**src/rtl/refill_arbiter_if.sv**
```systemverilog
// Cache-refill port bundle between the two L1 miss handlers, the refill
// arbiter and the backing-memory read port.
interface refill_arbiter_if #(
    parameter int BLOCK_WORDS = 16,
    parameter int ADDR_W      = 32,
    parameter int DATA_W      = 32
);
    localparam int IDX_W = $clog2(BLOCK_WORDS);

    // icache miss handler
    logic              ic_req_i;
    logic [ADDR_W-1:0] ic_addr_i;
    logic              ic_cancel_i;
    logic              ic_rvalid_o;
    logic              ic_done_o;

    // dcache miss handler
    logic              dc_req_i;
    logic [ADDR_W-1:0] dc_addr_i;
    logic              dc_rvalid_o;
    logic              dc_done_o;

    // beat steering shared by both caches
    logic [DATA_W-1:0] rdata_o;
    logic [IDX_W-1:0]  word_idx_o;

    // backing-memory read port
    logic              mem_req_o;
    logic [ADDR_W-1:0] mem_addr_o;
    logic              mem_ack_i;
    logic              mem_rvalid_i;
    logic [DATA_W-1:0] mem_rdata_i;

    // Handshake: a burst is handed over on the clock edge where mem_req_o and
    // mem_ack_i are both 1; until then mem_req_o/mem_addr_o stay stable. Cache
    // requests are level requests held until the matching done pulse.
    modport slave (
        input  ic_req_i, ic_addr_i, ic_cancel_i,
        input  dc_req_i, dc_addr_i,
        input  mem_ack_i, mem_rvalid_i, mem_rdata_i,
        output ic_rvalid_o, ic_done_o, dc_rvalid_o, dc_done_o,
        output rdata_o, word_idx_o,
        output mem_req_o, mem_addr_o
    );

    modport master (
        output ic_req_i, ic_addr_i, ic_cancel_i,
        output dc_req_i, dc_addr_i,
        output mem_ack_i, mem_rvalid_i, mem_rdata_i,
        input  ic_rvalid_o, ic_done_o, dc_rvalid_o, dc_done_o,
        input  rdata_o, word_idx_o,
        input  mem_req_o, mem_addr_o
    );
endinterface

```
**src/rtl/refill_arbiter.sv**
```systemverilog
// Round-robin arbiter sharing one memory read port between icache and dcache
// line refills: issues a line-aligned burst and steers counted beats back.
module refill_arbiter #(
    parameter int BLOCK_WORDS = 16,
    parameter int ADDR_W      = 32,
    parameter int DATA_W      = 32
) (
    input  logic              clk_i,
    input  logic              reset_n_i,
    refill_arbiter_if.slave   bus,
    output logic [1:0]        dbg_state_o
);
    localparam int IDX_W = $clog2(BLOCK_WORDS);
    localparam int OFF_W = $clog2(BLOCK_WORDS * DATA_W / 8);
    localparam logic [ADDR_W-1:0] LINE_MASK = ~((ADDR_W'(1) << OFF_W) - ADDR_W'(1));
    localparam logic [IDX_W-1:0]  LAST_IDX  = IDX_W'(BLOCK_WORDS - 1);

    typedef enum logic [1:0] {
        S_IDLE = 2'd0,
        S_REQ  = 2'd1,
        S_XFER = 2'd2
    } state_t;

    typedef enum logic {
        OWN_IC = 1'b0,
        OWN_DC = 1'b1
    } owner_t;

    state_t            state_q, state_d;
    owner_t            owner_q, owner_d;
    owner_t            last_q,  last_d;
    logic [IDX_W-1:0]  cnt_q,   cnt_d;
    logic [ADDR_W-1:0] addr_q,  addr_d;

    logic ic_valid;
    logic grant_ic;
    logic beat_v;
    logic last_beat;

    always_ff @(posedge clk_i or negedge reset_n_i) begin
        if (!reset_n_i) begin
            state_q <= S_IDLE;
            owner_q <= OWN_DC;
            last_q  <= OWN_DC;
            cnt_q   <= '0;
            addr_q  <= '0;
        end else begin
            state_q <= state_d;
            owner_q <= owner_d;
            last_q  <= last_d;
            cnt_q   <= cnt_d;
            addr_q  <= addr_d;
        end
    end

    assign beat_v    = (state_q == S_XFER) && bus.mem_rvalid_i;
    assign last_beat = beat_v && (cnt_q == LAST_IDX);

    always_comb begin
        state_d  = state_q;
        owner_d  = owner_q;
        last_d   = last_q;
        cnt_d    = cnt_q;
        addr_d   = addr_q;
        ic_valid = bus.ic_req_i && !bus.ic_cancel_i;
        grant_ic = 1'b0;

        case (state_q)
            S_IDLE: begin
                if (ic_valid || bus.dc_req_i) begin
                    // On a tie the requester not served last wins.
                    grant_ic = ic_valid && (!bus.dc_req_i || (last_q == OWN_DC));
                    owner_d  = grant_ic ? OWN_IC : OWN_DC;
                    last_d   = grant_ic ? OWN_IC : OWN_DC;
                    addr_d   = (grant_ic ? bus.ic_addr_i : bus.dc_addr_i) & LINE_MASK;
                    state_d  = S_REQ;
                end
            end
            S_REQ: begin
                // An accepted burst must be drained, so ack outranks cancel.
                if (bus.mem_ack_i) begin
                    state_d = S_XFER;
                    cnt_d   = '0;
                end else if ((owner_q == OWN_IC) && bus.ic_cancel_i) begin
                    state_d = S_IDLE;
                end
            end
            S_XFER: begin
                if (beat_v) begin
                    cnt_d = cnt_q + IDX_W'(1);
                    if (last_beat) begin
                        state_d = S_IDLE;
                    end
                end
            end
            default: begin
                state_d = S_IDLE;
            end
        endcase
    end

    always_comb begin
        bus.mem_req_o   = (state_q == S_REQ);
        bus.mem_addr_o  = (state_q == S_REQ) ? addr_q : '0;
        bus.ic_rvalid_o = beat_v && (owner_q == OWN_IC);
        bus.dc_rvalid_o = beat_v && (owner_q == OWN_DC);
        bus.ic_done_o   = last_beat && (owner_q == OWN_IC);
        bus.dc_done_o   = last_beat && (owner_q == OWN_DC);
        bus.rdata_o     = beat_v ? bus.mem_rdata_i : '0;
        bus.word_idx_o  = beat_v ? cnt_q : '0;
    end

    assign dbg_state_o = state_q;

endmodule

```
**src/flat_wrapper.sv**
```systemverilog
// flat-port wrapper written by rule: the top's interface ports become plain ports
module refill_arbiter_flat 
#(
    parameter int BLOCK_WORDS = 16,
    parameter int ADDR_W      = 32,
    parameter int DATA_W      = 32
)
  (clk_i, reset_n_i, dbg_state_o, bus_ic_req_i, bus_ic_addr_i, bus_ic_cancel_i, bus_dc_req_i, bus_dc_addr_i, bus_mem_ack_i, bus_mem_rvalid_i, bus_mem_rdata_i, bus_ic_rvalid_o, bus_ic_done_o, bus_dc_rvalid_o, bus_dc_done_o, bus_rdata_o, bus_word_idx_o, bus_mem_req_o, bus_mem_addr_o);
  refill_arbiter_if #(.BLOCK_WORDS(BLOCK_WORDS), .ADDR_W(ADDR_W), .DATA_W(DATA_W)) bus_i ();
  input  logic clk_i;
  input  logic reset_n_i;
  output logic [1:0] dbg_state_o;
  input wire logic [$bits(bus_i.ic_req_i)-1:0] bus_ic_req_i;
  input wire logic [$bits(bus_i.ic_addr_i)-1:0] bus_ic_addr_i;
  input wire logic [$bits(bus_i.ic_cancel_i)-1:0] bus_ic_cancel_i;
  input wire logic [$bits(bus_i.dc_req_i)-1:0] bus_dc_req_i;
  input wire logic [$bits(bus_i.dc_addr_i)-1:0] bus_dc_addr_i;
  input wire logic [$bits(bus_i.mem_ack_i)-1:0] bus_mem_ack_i;
  input wire logic [$bits(bus_i.mem_rvalid_i)-1:0] bus_mem_rvalid_i;
  input wire logic [$bits(bus_i.mem_rdata_i)-1:0] bus_mem_rdata_i;
  output wire logic [$bits(bus_i.ic_rvalid_o)-1:0] bus_ic_rvalid_o;
  output wire logic [$bits(bus_i.ic_done_o)-1:0] bus_ic_done_o;
  output wire logic [$bits(bus_i.dc_rvalid_o)-1:0] bus_dc_rvalid_o;
  output wire logic [$bits(bus_i.dc_done_o)-1:0] bus_dc_done_o;
  output wire logic [$bits(bus_i.rdata_o)-1:0] bus_rdata_o;
  output wire logic [$bits(bus_i.word_idx_o)-1:0] bus_word_idx_o;
  output wire logic [$bits(bus_i.mem_req_o)-1:0] bus_mem_req_o;
  output wire logic [$bits(bus_i.mem_addr_o)-1:0] bus_mem_addr_o;
  assign bus_i.ic_req_i = bus_ic_req_i;
  assign bus_i.ic_addr_i = bus_ic_addr_i;
  assign bus_i.ic_cancel_i = bus_ic_cancel_i;
  assign bus_i.dc_req_i = bus_dc_req_i;
  assign bus_i.dc_addr_i = bus_dc_addr_i;
  assign bus_i.mem_ack_i = bus_mem_ack_i;
  assign bus_i.mem_rvalid_i = bus_mem_rvalid_i;
  assign bus_i.mem_rdata_i = bus_mem_rdata_i;
  assign bus_ic_rvalid_o = bus_i.ic_rvalid_o;
  assign bus_ic_done_o = bus_i.ic_done_o;
  assign bus_dc_rvalid_o = bus_i.dc_rvalid_o;
  assign bus_dc_done_o = bus_i.dc_done_o;
  assign bus_rdata_o = bus_i.rdata_o;
  assign bus_word_idx_o = bus_i.word_idx_o;
  assign bus_mem_req_o = bus_i.mem_req_o;
  assign bus_mem_addr_o = bus_i.mem_addr_o;
  refill_arbiter #(.BLOCK_WORDS(BLOCK_WORDS), .ADDR_W(ADDR_W), .DATA_W(DATA_W)) u_core (.clk_i(clk_i), .reset_n_i(reset_n_i), .bus(bus_i), .dbg_state_o(dbg_state_o));
endmodule
```
**config.mk**
```make
export PLATFORM = sky130hd
export DESIGN_NAME = refill_arbiter_flat
export DESIGN_NICKNAME = d
export VERILOG_FILES = /design/src/rtl/refill_arbiter_if.sv /design/src/rtl/refill_arbiter.sv /design/src/flat_wrapper.sv
export SDC_FILE = /design/constraint.sdc
export NUM_CORES = 1
export LEC_CHECK = 0
export CORE_UTILIZATION = 32
export DETAILED_ROUTE_END_ITERATION = 10
export MAX_ROUTING_LAYER = met4
export PLACE_DENSITY_LB_ADDON = 0.3
export SLEW_MARGIN = 20
export SYNTH_ARGS = -nofsm -noshare
export SYNTH_HDL_FRONTEND = slang
export SYNTH_SLANG_ARGS = --single-unit
```
**constraint.sdc**
```tcl
create_clock -name clk_i -period 1.6 [get_ports clk_i]
set_clock_uncertainty 0.1 [all_clocks]
set_input_delay 0.24 -clock clk_i [delete_from_list [all_inputs] [get_ports clk_i]]
set_output_delay 0.24 -clock clk_i [all_outputs]
set_load 0.005 [all_outputs]
```
==> results of run 1 <==
sequential cells by signal, indices dropped and copies added, names as in the netlist:
register,flops
u_core.addr_q,26
u_core.cnt_q,4
u_core.dbg_state_o,2
u_core.last_q,1
layer usage:
| layer | GRT usage | share of wire | wire length (microns) |
|---|---|---|---|
| met5 | - | 0 | 0 |
| met4 | 0.0561 | 0.011 | 78 |
| met3 | 0.0440 | 0.089 | 630 |
| met2 | 0.403 | 0.52 | 3690 |
| met1 | 0.228 | 0.38 | 2640 |
path summary, 6_finish.rpt:
check,depth (start not counted),endpoint,slack [ns]
max,6,bus_word_idx_o[2],-0.39
max reg2reg,7,u_core.cnt_q[3],0
min,2,u_core.addr_q[26],0.37
min in group asynchronous,3,u_core.addr_q[24],0.42
max in group asynchronous,3,u_core.last_q,0.65
min reg2reg,2,u_core.addr_q[26],0.37
layout by cell type, fill, tap and decap left out, types with 2 or more instances in the layout:
cell type                         netlist  final
sky130_fd_sc_hd__a21oi_1                3      3
sky130_fd_sc_hd__and2_1                56     45
sky130_fd_sc_hd__and2_4                 1     17
sky130_fd_sc_hd__buf_12                 0      5
sky130_fd_sc_hd__buf_16                 0      3
sky130_fd_sc_hd__buf_2                  1     42
sky130_fd_sc_hd__buf_4                  6     25
sky130_fd_sc_hd__buf_6                  2     29
sky130_fd_sc_hd__clkbuf_2               0      7
sky130_fd_sc_hd__clkbuf_8               0      6
sky130_fd_sc_hd__clkdlybuf4s15_2        0      4
sky130_fd_sc_hd__clkdlybuf4s50_1        0     89
sky130_fd_sc_hd__conb_1                 1      6
sky130_fd_sc_hd__dfrtp_1               32     32
sky130_fd_sc_hd__inv_1                  3      3
sky130_fd_sc_hd__mux2i_1               27     26
sky130_fd_sc_hd__nand2_1               33     32
sky130_fd_sc_hd__nand3_2                1      3
sky130_fd_sc_hd__nor2_1                 6      2
sky130_fd_sc_hd__nor2_2                 0      3
sky130_fd_sc_hd__o21ai_0               25     24
sky130_fd_sc_hd__o21ai_1                4      5
sky130_fd_sc_hd__o21ai_4                0      2
logic make-up after synthesis:
logic type / count (synthesis)
AND/OR/NAND/NOR: 109
AO/OA/AOI/OAI: 36
multiplexers: 27
adder cells (fa/ha/maj): 1
other: 1
XOR/XNOR: 1
flip-flops: 33
buffers and inverters: 24
area by class of cell:
class,count,share of cell area
tap,75,0.0224
sequential,33,0.197
inverter,3,0.00268
clock buffer,7,0.0206
multi-input combinational,180,0.286
clock inverter,1,0.00716
timing repair buffer,208,0.464
what timing repair did:
item | CTS | global route
setup endpoints to repair | 69 | 73
hold buffers | 1 | 0
resized for setup | 285 | 40
gates cloned | 6 | 0
setup buffers | 13 | 8
pin swaps | 10 | 9
hold endpoints to repair | 32 | 0
per-stage QoR:
| stage | utilization | instance area [sq um] | hold WS [ns] | total power, W |
|---|---|---|---|---|
| after detailed placement | 0.641 | 3910 | 0.197 | 0.00395 |
| after global placement | 0.641 | 3910 | 0.192 | 0.00389 |
| after CTS | 0.677 | 4130 | 0.380 | 0.00510 |
| final | 0.688 | 4200 | 0.374 | 0.00520 |
| after floorplan | - | 2090 | -0.156 | 0.00244 |
| after global routing | 0.688 | 4200 | 0.398 | 0.00561 |
power groups by stage:
stage                     Clock, W  Combinational, W  Sequential, W
after global placement           0           0.00249        0.00140
after global routing      0.000873           0.00328        0.00145
after CTS                 0.000833           0.00287        0.00140
final                     0.000803           0.00299        0.00140
after detailed placement         0           0.00253        0.00142
after floorplan                  0           0.00103        0.00141
critical path, delay by kind of cell, from the launching register on:
kind / cells / cell delay [ns]
buf+inv: 4 / 0.55
simple gates: 2 / 0.43
flops: 1 / 0.39
==> results by stage, run 1 <==
Critical path:
- The most frequent cell on the critical path is sky130_fd_sc_hd__buf_4.
- The kind of critical path is reg -> out.
- For the worst setup path, the data required time is 1.26 ns.
- The worst setup path is captured at a primary output.
- STA puts the critical path data arrival time at 1.65 ns.
- In this run the critical register-to-register path is launched from u_core.dbg_state_o[0].
- The slowest stage of the critical path belongs to the cell sky130_fd_sc_hd__dfrtp_1.
- The largest fanout on the critical path is 4.
- In this run the worst setup path begins at u_core.dbg_state_o[0].
- The delay of the slowest cell on the worst path is 0.39 ns.
- Traced cell by cell, the critical path runs through buf_6 > and3b_2 > buf_4 > and2_4 > buf_4 > clkdlybuf4s15_2.
- The worst setup path is launched from a flop.

Synthesis:
- During synthesis, Yosys emitted a total of 0 warnings.
- The share of Yosys cell area claimed by the top area cell type is 0.386.
- The number of distinct library cells after synthesis is 30.
- Summing every instance area after synthesis gives 2070 sq um.
- The register bit count reported by yosys is 33.
- The fraction of synthesized area in multiplexers is 0.130.
- Of the total synthesized cell area, the portion taken by AND, OR, NAND and NOR gates is 0.291.
- After synthesis, the most frequently instantiated cells are 56 x sky130_fd_sc_hd__and2_1, 33 x sky130_fd_sc_hd__nand2_1, 32 x sky130_fd_sc_hd__dfrtp_1, 27 x sky130_fd_sc_hd__mux2i_1, 25 x sky130_fd_sc_hd__o21ai_0.
- The average size of a mapped cell is 8.93 sq um.
- The sequential fraction of the synthesis area is 0.399.
- For this run, the leading register cell type out of synthesis is sky130_fd_sc_hd__dfrtp_1.
- sky130_fd_sc_hd__dfrtp_1 takes more of the synthesized area than any other cell.
- The compound-cell area share of the yosys netlist came to 0.0942.
- The number of instances in the synthesized netlist is 232.
- Yosys attributes the largest share of cell area to sky130_fd_sc_hd__dfrtp_1 39%, sky130_fd_sc_hd__and2_1 17%, sky130_fd_sc_hd__mux2i_1 13%.
- Of the total synthesized cell area, the portion taken by full adders, half adders and majority gates is 0.00604.
- The share of synthesized flip-flops with an asynchronous set or reset is 1.00.
- The number of enable-type register cells in the synthesized netlist is 0.
- By instance count, the leading cell after synthesis is sky130_fd_sc_hd__and2_1.
- Of the total synthesized cell area, the portion taken by XOR and XNOR cells is 0.00423.
- The dominant combinational cell family by area after synthesis is simple AND/OR/NAND/NOR gates.

STA:
- The max-slew violation total from the final report is 0.
- The post-route worst setup slack is -0.391 ns.
- Setup violations remaining at the end of the flow were counted as 67.
- The smallest clock period supported by the final layout is computed as 1.99 ns.
- The final hold violation count was 0.
- In the final timing run, aggregate negative setup slack is -17.86 ns.
- The final worst-path cycle share is 1.24.
- Setup repair after global routing could not meet its margin everywhere.
- The top achievable clock speed is 502 MHz.

Cells and area:
- Of the cells placed in the final design, the portion with a size suffix greater than 1 is 0.363.
- 0 antenna diodes ended up in the layout.
- Across the whole layout, storage elements account for 827 sq um.
- The total of fill cells in the finished design is 524.
- In the final layout, the multi-input gates occupy 1200 sq um.
- The finished layout holds 507 standard cells, fillers aside.
- The area growth from synthesis to layout is 103%.
- In the final design database the tool counted 535 nets.

GRT:
- The via count of the first global-routing pass is 2,260.
- The maximum number of pins on one net before global-route repair is 37.
- The total overflow left after global routing is 0.
- The overall fraction of global-route tracks in use is 0.215.
- The global-route wire length before repair is 10,500 microns.
- The initial antenna violation count is 0.

CTS:
- The root cell of the clock tree is sky130_fd_sc_hd__clkbuf_8.
- TritonCTS built the clock tree.
- The maximum clock insertion buffer count is 2.
- The number of clock buffers inserted by TritonCTS is 5.
- Clock-pin slew was measured on the worst setup and hold paths at 0.07 ns.
- Clock latency on the worst-skew pair, taken at its later pin, is 0.28 ns.
- In this run the number of H-tree levels came out at 2.
- Clock tree synthesis found a total of 33 sinks.

Power and ir drop:
- The switching component of the power is 0.00168 W.
- Of the total power, combinational logic draws 0.576.
- The maximum vdd ir drop is 0.680 mV.
- The proportion of total power due to net switching is 0.322.
- The share of total power dissipated in sequential elements is 0.270.
- Summed over all cells, the static leakage comes to 2.17 nW.
- The power density over cell area is 1240 nW/um^2.
- The cell-internal power is 0.00352 W.
- The part of the power in the clock network is 0.155.

Placement:
- The half-perimeter wire length after detailed placement is 5030 microns.
- The final weighted congestion in routability-driven placement is 0.818.
- Once placement completed, the tool counted placed cells totaling 475.
- The post-place setup slack is -0.567 ns.
- Input and output buffers added on the ports amount to 159.

Detailed routing:
- The sum of routed wire length over all layers is 7040 microns.
- In this run the remaining antenna-violating nets after routing total 0.
- Dividing the detail-routed wire length by the instance count gives 13.9 microns.
- The count of unresolved DRC violations after routing is 0.
- The vias per cell is 4.52.
- The first detailed-routing pass ran for 4 iterations.
- For this block, the initial DRC count from the detailed router was 64.
- The final route contains 2,291 vias.

Worst hold path:
- The worst hold path begins at u_core.addr_q[26].
- The min-delay analysis places its worst path in the category reg -> reg.

Die:
- The number of I/O pins is 178.
- The floorplan step defined a core boundary enclosing 6100 sq um.
- The number of placement rows is 28.
- The chip width is 82.5 microns.
- The die is 82.5 microns tall.
- The starting utilization of the core area is 0.340.
- The die covers 6800 sq um.

Status:
- The flow ran to the end, but the final reports show violations.
- The final reports fail on setup timing.

Job:
- The total of max-cap violations is 0.
Note: power is estimated with default switching activity, not from simulation.
==> inputs of run 2 (changes only) <==
--- a/config.mk
+++ b/config.mk
@@ -5,8 +5,10 @@
 export SDC_FILE = /design/constraint.sdc
 export NUM_CORES = 1
 export LEC_CHECK = 0
+export ABC_CLOCK_PERIOD_IN_PS = 1600
 export CORE_UTILIZATION = 32
 export DETAILED_ROUTE_END_ITERATION = 10
+export GPL_ROUTABILITY_DRIVEN = 0
 export MAX_ROUTING_LAYER = met4
 export PLACE_DENSITY_LB_ADDON = 0.3
 export SLEW_MARGIN = 20
==> results of run 2 <==
The final DEF is identical to that of run 1; final timing and power are the same.
==> inputs of run 3 (changes only) <==
--- a/config.mk
+++ b/config.mk
@@ -6,6 +6,7 @@
 export NUM_CORES = 1
 export LEC_CHECK = 0
 export ABC_CLOCK_PERIOD_IN_PS = 1600
+export CORE_MARGIN = 4
 export CORE_UTILIZATION = 32
 export DETAILED_ROUTE_END_ITERATION = 10
 export GPL_ROUTABILITY_DRIVEN = 0
==> results by stage, run 3 (same netlist as run 1, synthesis figures left out) <==
Detailed routing:
- The wire length the detailed router placed on met1 is 2720 microns (+2.7%).
- The count of unresolved DRC violations after routing is 0 (unchanged).
- The DRC violation total after the first TritonRoute iteration was 112 (+75%).
- The average wire length per cell after detail routing is 14.4 microns (+4.0%).
- The vias per cell is 4.51 (-0.26%).
- The sum of routed wire length over all layers came to 7270 microns (+3.2%).
- The routed via count is 2,267 (-1.0%).
- The sum of met3 wire segment lengths after detailed routing was 763 microns (+21%).
- The remaining antenna violation count is 0 (unchanged).
- The count of TritonRoute iterations in the first routing pass is 4 (unchanged).
- The top routing layer in use is met4.
- The total length of routed met2 wires is 3700 microns (+0.35%).

Cells and area:
- In the layout the commonest cells are 89 x sky130_fd_sc_hd__clkdlybuf4s50_1, 38 x sky130_fd_sc_hd__and2_1, 33 x sky130_fd_sc_hd__buf_6.
- The number of nets in the finished design is 530 (-0.93%).
- The area of combinational cells with multiple inputs is 1190 sq um (-0.63%).
- The share of final-layout standard cells stronger than drive strength 1 was 0.362 (-0.00192).
- The library cell used most frequently in the layout, excluding fill and tap cells, is sky130_fd_sc_hd__clkdlybuf4s50_1.
- The number of flip-flops in the largest register is 26 (unchanged).
- u_core.addr_q holds more flip-flops than any other register.
- The total inserted antenna cells is 0 (unchanged).
- The area taken by flip-flops and latches is 827 sq um (unchanged).
- The total of fill cells in the finished design is 534 (+1.9%).
- Compared with the post-synthesis result, the final layout area differs by 105%.

Critical path:
- The kind of critical path is reg -> out.
- STA classifies the critical path startpoint as a flop.
- The data required time of the critical path was 1.26 ns (about the same).
- The arrival time of data at the critical path endpoint is 1.59 ns (-0.06 ns).
- The worst setup path is captured at a primary output.
- The largest fanout on the critical path is 5 (+1).

Worst hold path:
- The class of the most critical hold timing path is reg -> reg.

CTS:
- The number of clock buffers inserted by TritonCTS is 5 (unchanged).
- The clock-pin slew reported for the worst setup and hold paths after clock tree synthesis is 0.06 ns (about the same).
- The depth of the CTS H-tree is 2 (unchanged).
- The maximum clock insertion buffer count is 2 (unchanged).
- TritonCTS built the clock tree.
- The clock latency on the worst-skew pair is 0.27 ns (about the same).
- The tree is rooted in a sky130_fd_sc_hd__clkbuf_8.
- The sink count of the clock tree is 33 (unchanged).

Job:
- The total of max-cap violations is 0 (unchanged).

STA:
- The shortest clock period the worst path allows after layout is 1.93 ns (-0.0573 ns).
- Setup repair after global routing could not meet its margin everywhere.
- The count of final setup violators is 67 (unchanged).
- The top achievable clock speed is 517 MHz (+3.0%).
- The final hold violation count was 0 (unchanged).
- The final worst-path cycle share is 1.21 (-0.0358).
- The post-route worst setup slack came to -0.333 ns (+0.0573 ns).
- The max-slew violation total from the final report is 0 (unchanged).
- The accumulated negative setup slack is -17.44 ns (+0.424 ns).

Placement:
- The count of buffers from port buffering came to 159 (unchanged).
- The half-perimeter wire length after detailed placement was 5270 microns (+4.8%).

GRT:
- The overall fraction of global-route tracks in use is 0.179 (-0.0360).
- The global-route wire length before repair was 10,600 microns (+0.46%).
- The global route total overflow is 0 (unchanged).
- The maximum number of pins on one net before global-route repair came to 55 (+49%).
- The initial antenna violation count is 0 (unchanged).
- The via count of the first global-routing pass is 2,219 (-1.8%).

Power and ir drop:
- The maximum vdd ir drop is 0.570 mV (-16%).
- The power density over cell area is 1130 nW/um^2 (-8.9%).
- The overall power came to 0.00479 W (-7.8%).
- The reported leakage power is 2.09 nW (-3.7%).

Die:
- The starting utilization of the core area is 0.328 (-0.0117).
- The chip width is 88.5 microns (+7.3%).
- The area of the core is 6310 sq um (+3.6%).
- The die area came to 7830 sq um (+15%).
- The number of placement rows is 29 (+3.6%).
- The number of I/O pins is 178 (unchanged).
- The height of the die is 88.5 microns (+7.3%).

Status:
- The flow ran to the end, but the final reports show violations.
- The checks that failed: setup timing.
run 3: cell count changes in the layout (fill, tap and decap cells not counted), moves of 3 or more:
cell                              previous run  this run
sky130_fd_sc_hd__nor2_1                      2         5
sky130_fd_sc_hd__buf_4                      25        22
sky130_fd_sc_hd__clkbuf_2                    7         0
sky130_fd_sc_hd__buf_6                      29        33
sky130_fd_sc_hd__clkdlybuf4s15_2             4        23
sky130_fd_sc_hd__buf_2                      42        24
sky130_fd_sc_hd__and2_1                     45        38
sky130_fd_sc_hd__and2_4                     17        24
run 3: path summary, 6_finish.rpt:
path | start | to | slack (ns) | cells after the start
setup / recovery | u_core.dbg_state_o[0] | bus_rdata_o[12] | -0.33 | 6
hold / removal | u_core.addr_q[19] | u_core.addr_q[19] | 0.37 | 2
setup reg to reg | u_core.dbg_state_o[0] | u_core.cnt_q[3] | 0.01 | 7
hold reg to reg | u_core.addr_q[19] | u_core.addr_q[19] | 0.37 | 2
max in group asynchronous | reset_n_i | u_core.last_q | 0.65 | 3
min in group asynchronous | reset_n_i | u_core.addr_q[26] | 0.42 | 3
run 3: report_power, final:
part,internal [W],total (W),switching [W]
logic,0.00165,0.00277,0.00112
clock network,0.000341,0.000616,0.000275
registers,0.00123,0.00140,0.000176
run 3: what timing repair did:
action / in CTS / in global routing
pin swaps: 23 / 8
hold endpoints to repair: 32 / 0
buffers inserted: 11 / 9
hold buffers: 1 / 0
cloned: 4 / 2
gates resized for setup: 291 / 25
setup endpoints to repair: 69 / 76
run 3: through the flow:
stage | hold WS, ns | setup slack, ns | cells | util | area, sq um
after floorplan | -0.156 | 0.143 | 237 | - | 2090
after CTS | 0.376 | -0.365 | 497 | 0.660 | 4170
after global routing | 0.386 | -0.388 | 503 | 0.673 | 4250
after global placement | 0.193 | -0.538 | 474 | 0.612 | 3860
after detailed placement | 0.203 | -0.549 | 474 | 0.612 | 3860
final | 0.368 | -0.333 | 503 | 0.673 | 4250
run 3: layout make-up:
class                   instances  area share
inverters                       3     0.00265
flip-flops and latches         33       0.195
well taps                      77      0.0227
repair buffers                203       0.479
multi-input cells             180       0.281
clock buffers                   7      0.0203
run 3: layer usage:
layer | track usage | up-vias
met5 | - | -
met4 | 0.0495 | 0
met3 | 0.0531 | 6
met2 | 0.313 | 107
met1 | 0.197 | 1018
li1 | - | 1136
run 3: worst max-delay path: stages, from the launching register on:
cell and delay [ns]:
sky130_fd_sc_hd__dfrtp_1 0.40, sky130_fd_sc_hd__and3b_2 0.27, sky130_fd_sc_hd__buf_4 0.16, sky130_fd_sc_hd__buf_12 0.12
sky130_fd_sc_hd__buf_16 0.12, sky130_fd_sc_hd__and2_1 0.12, sky130_fd_sc_hd__buf_2 0.13
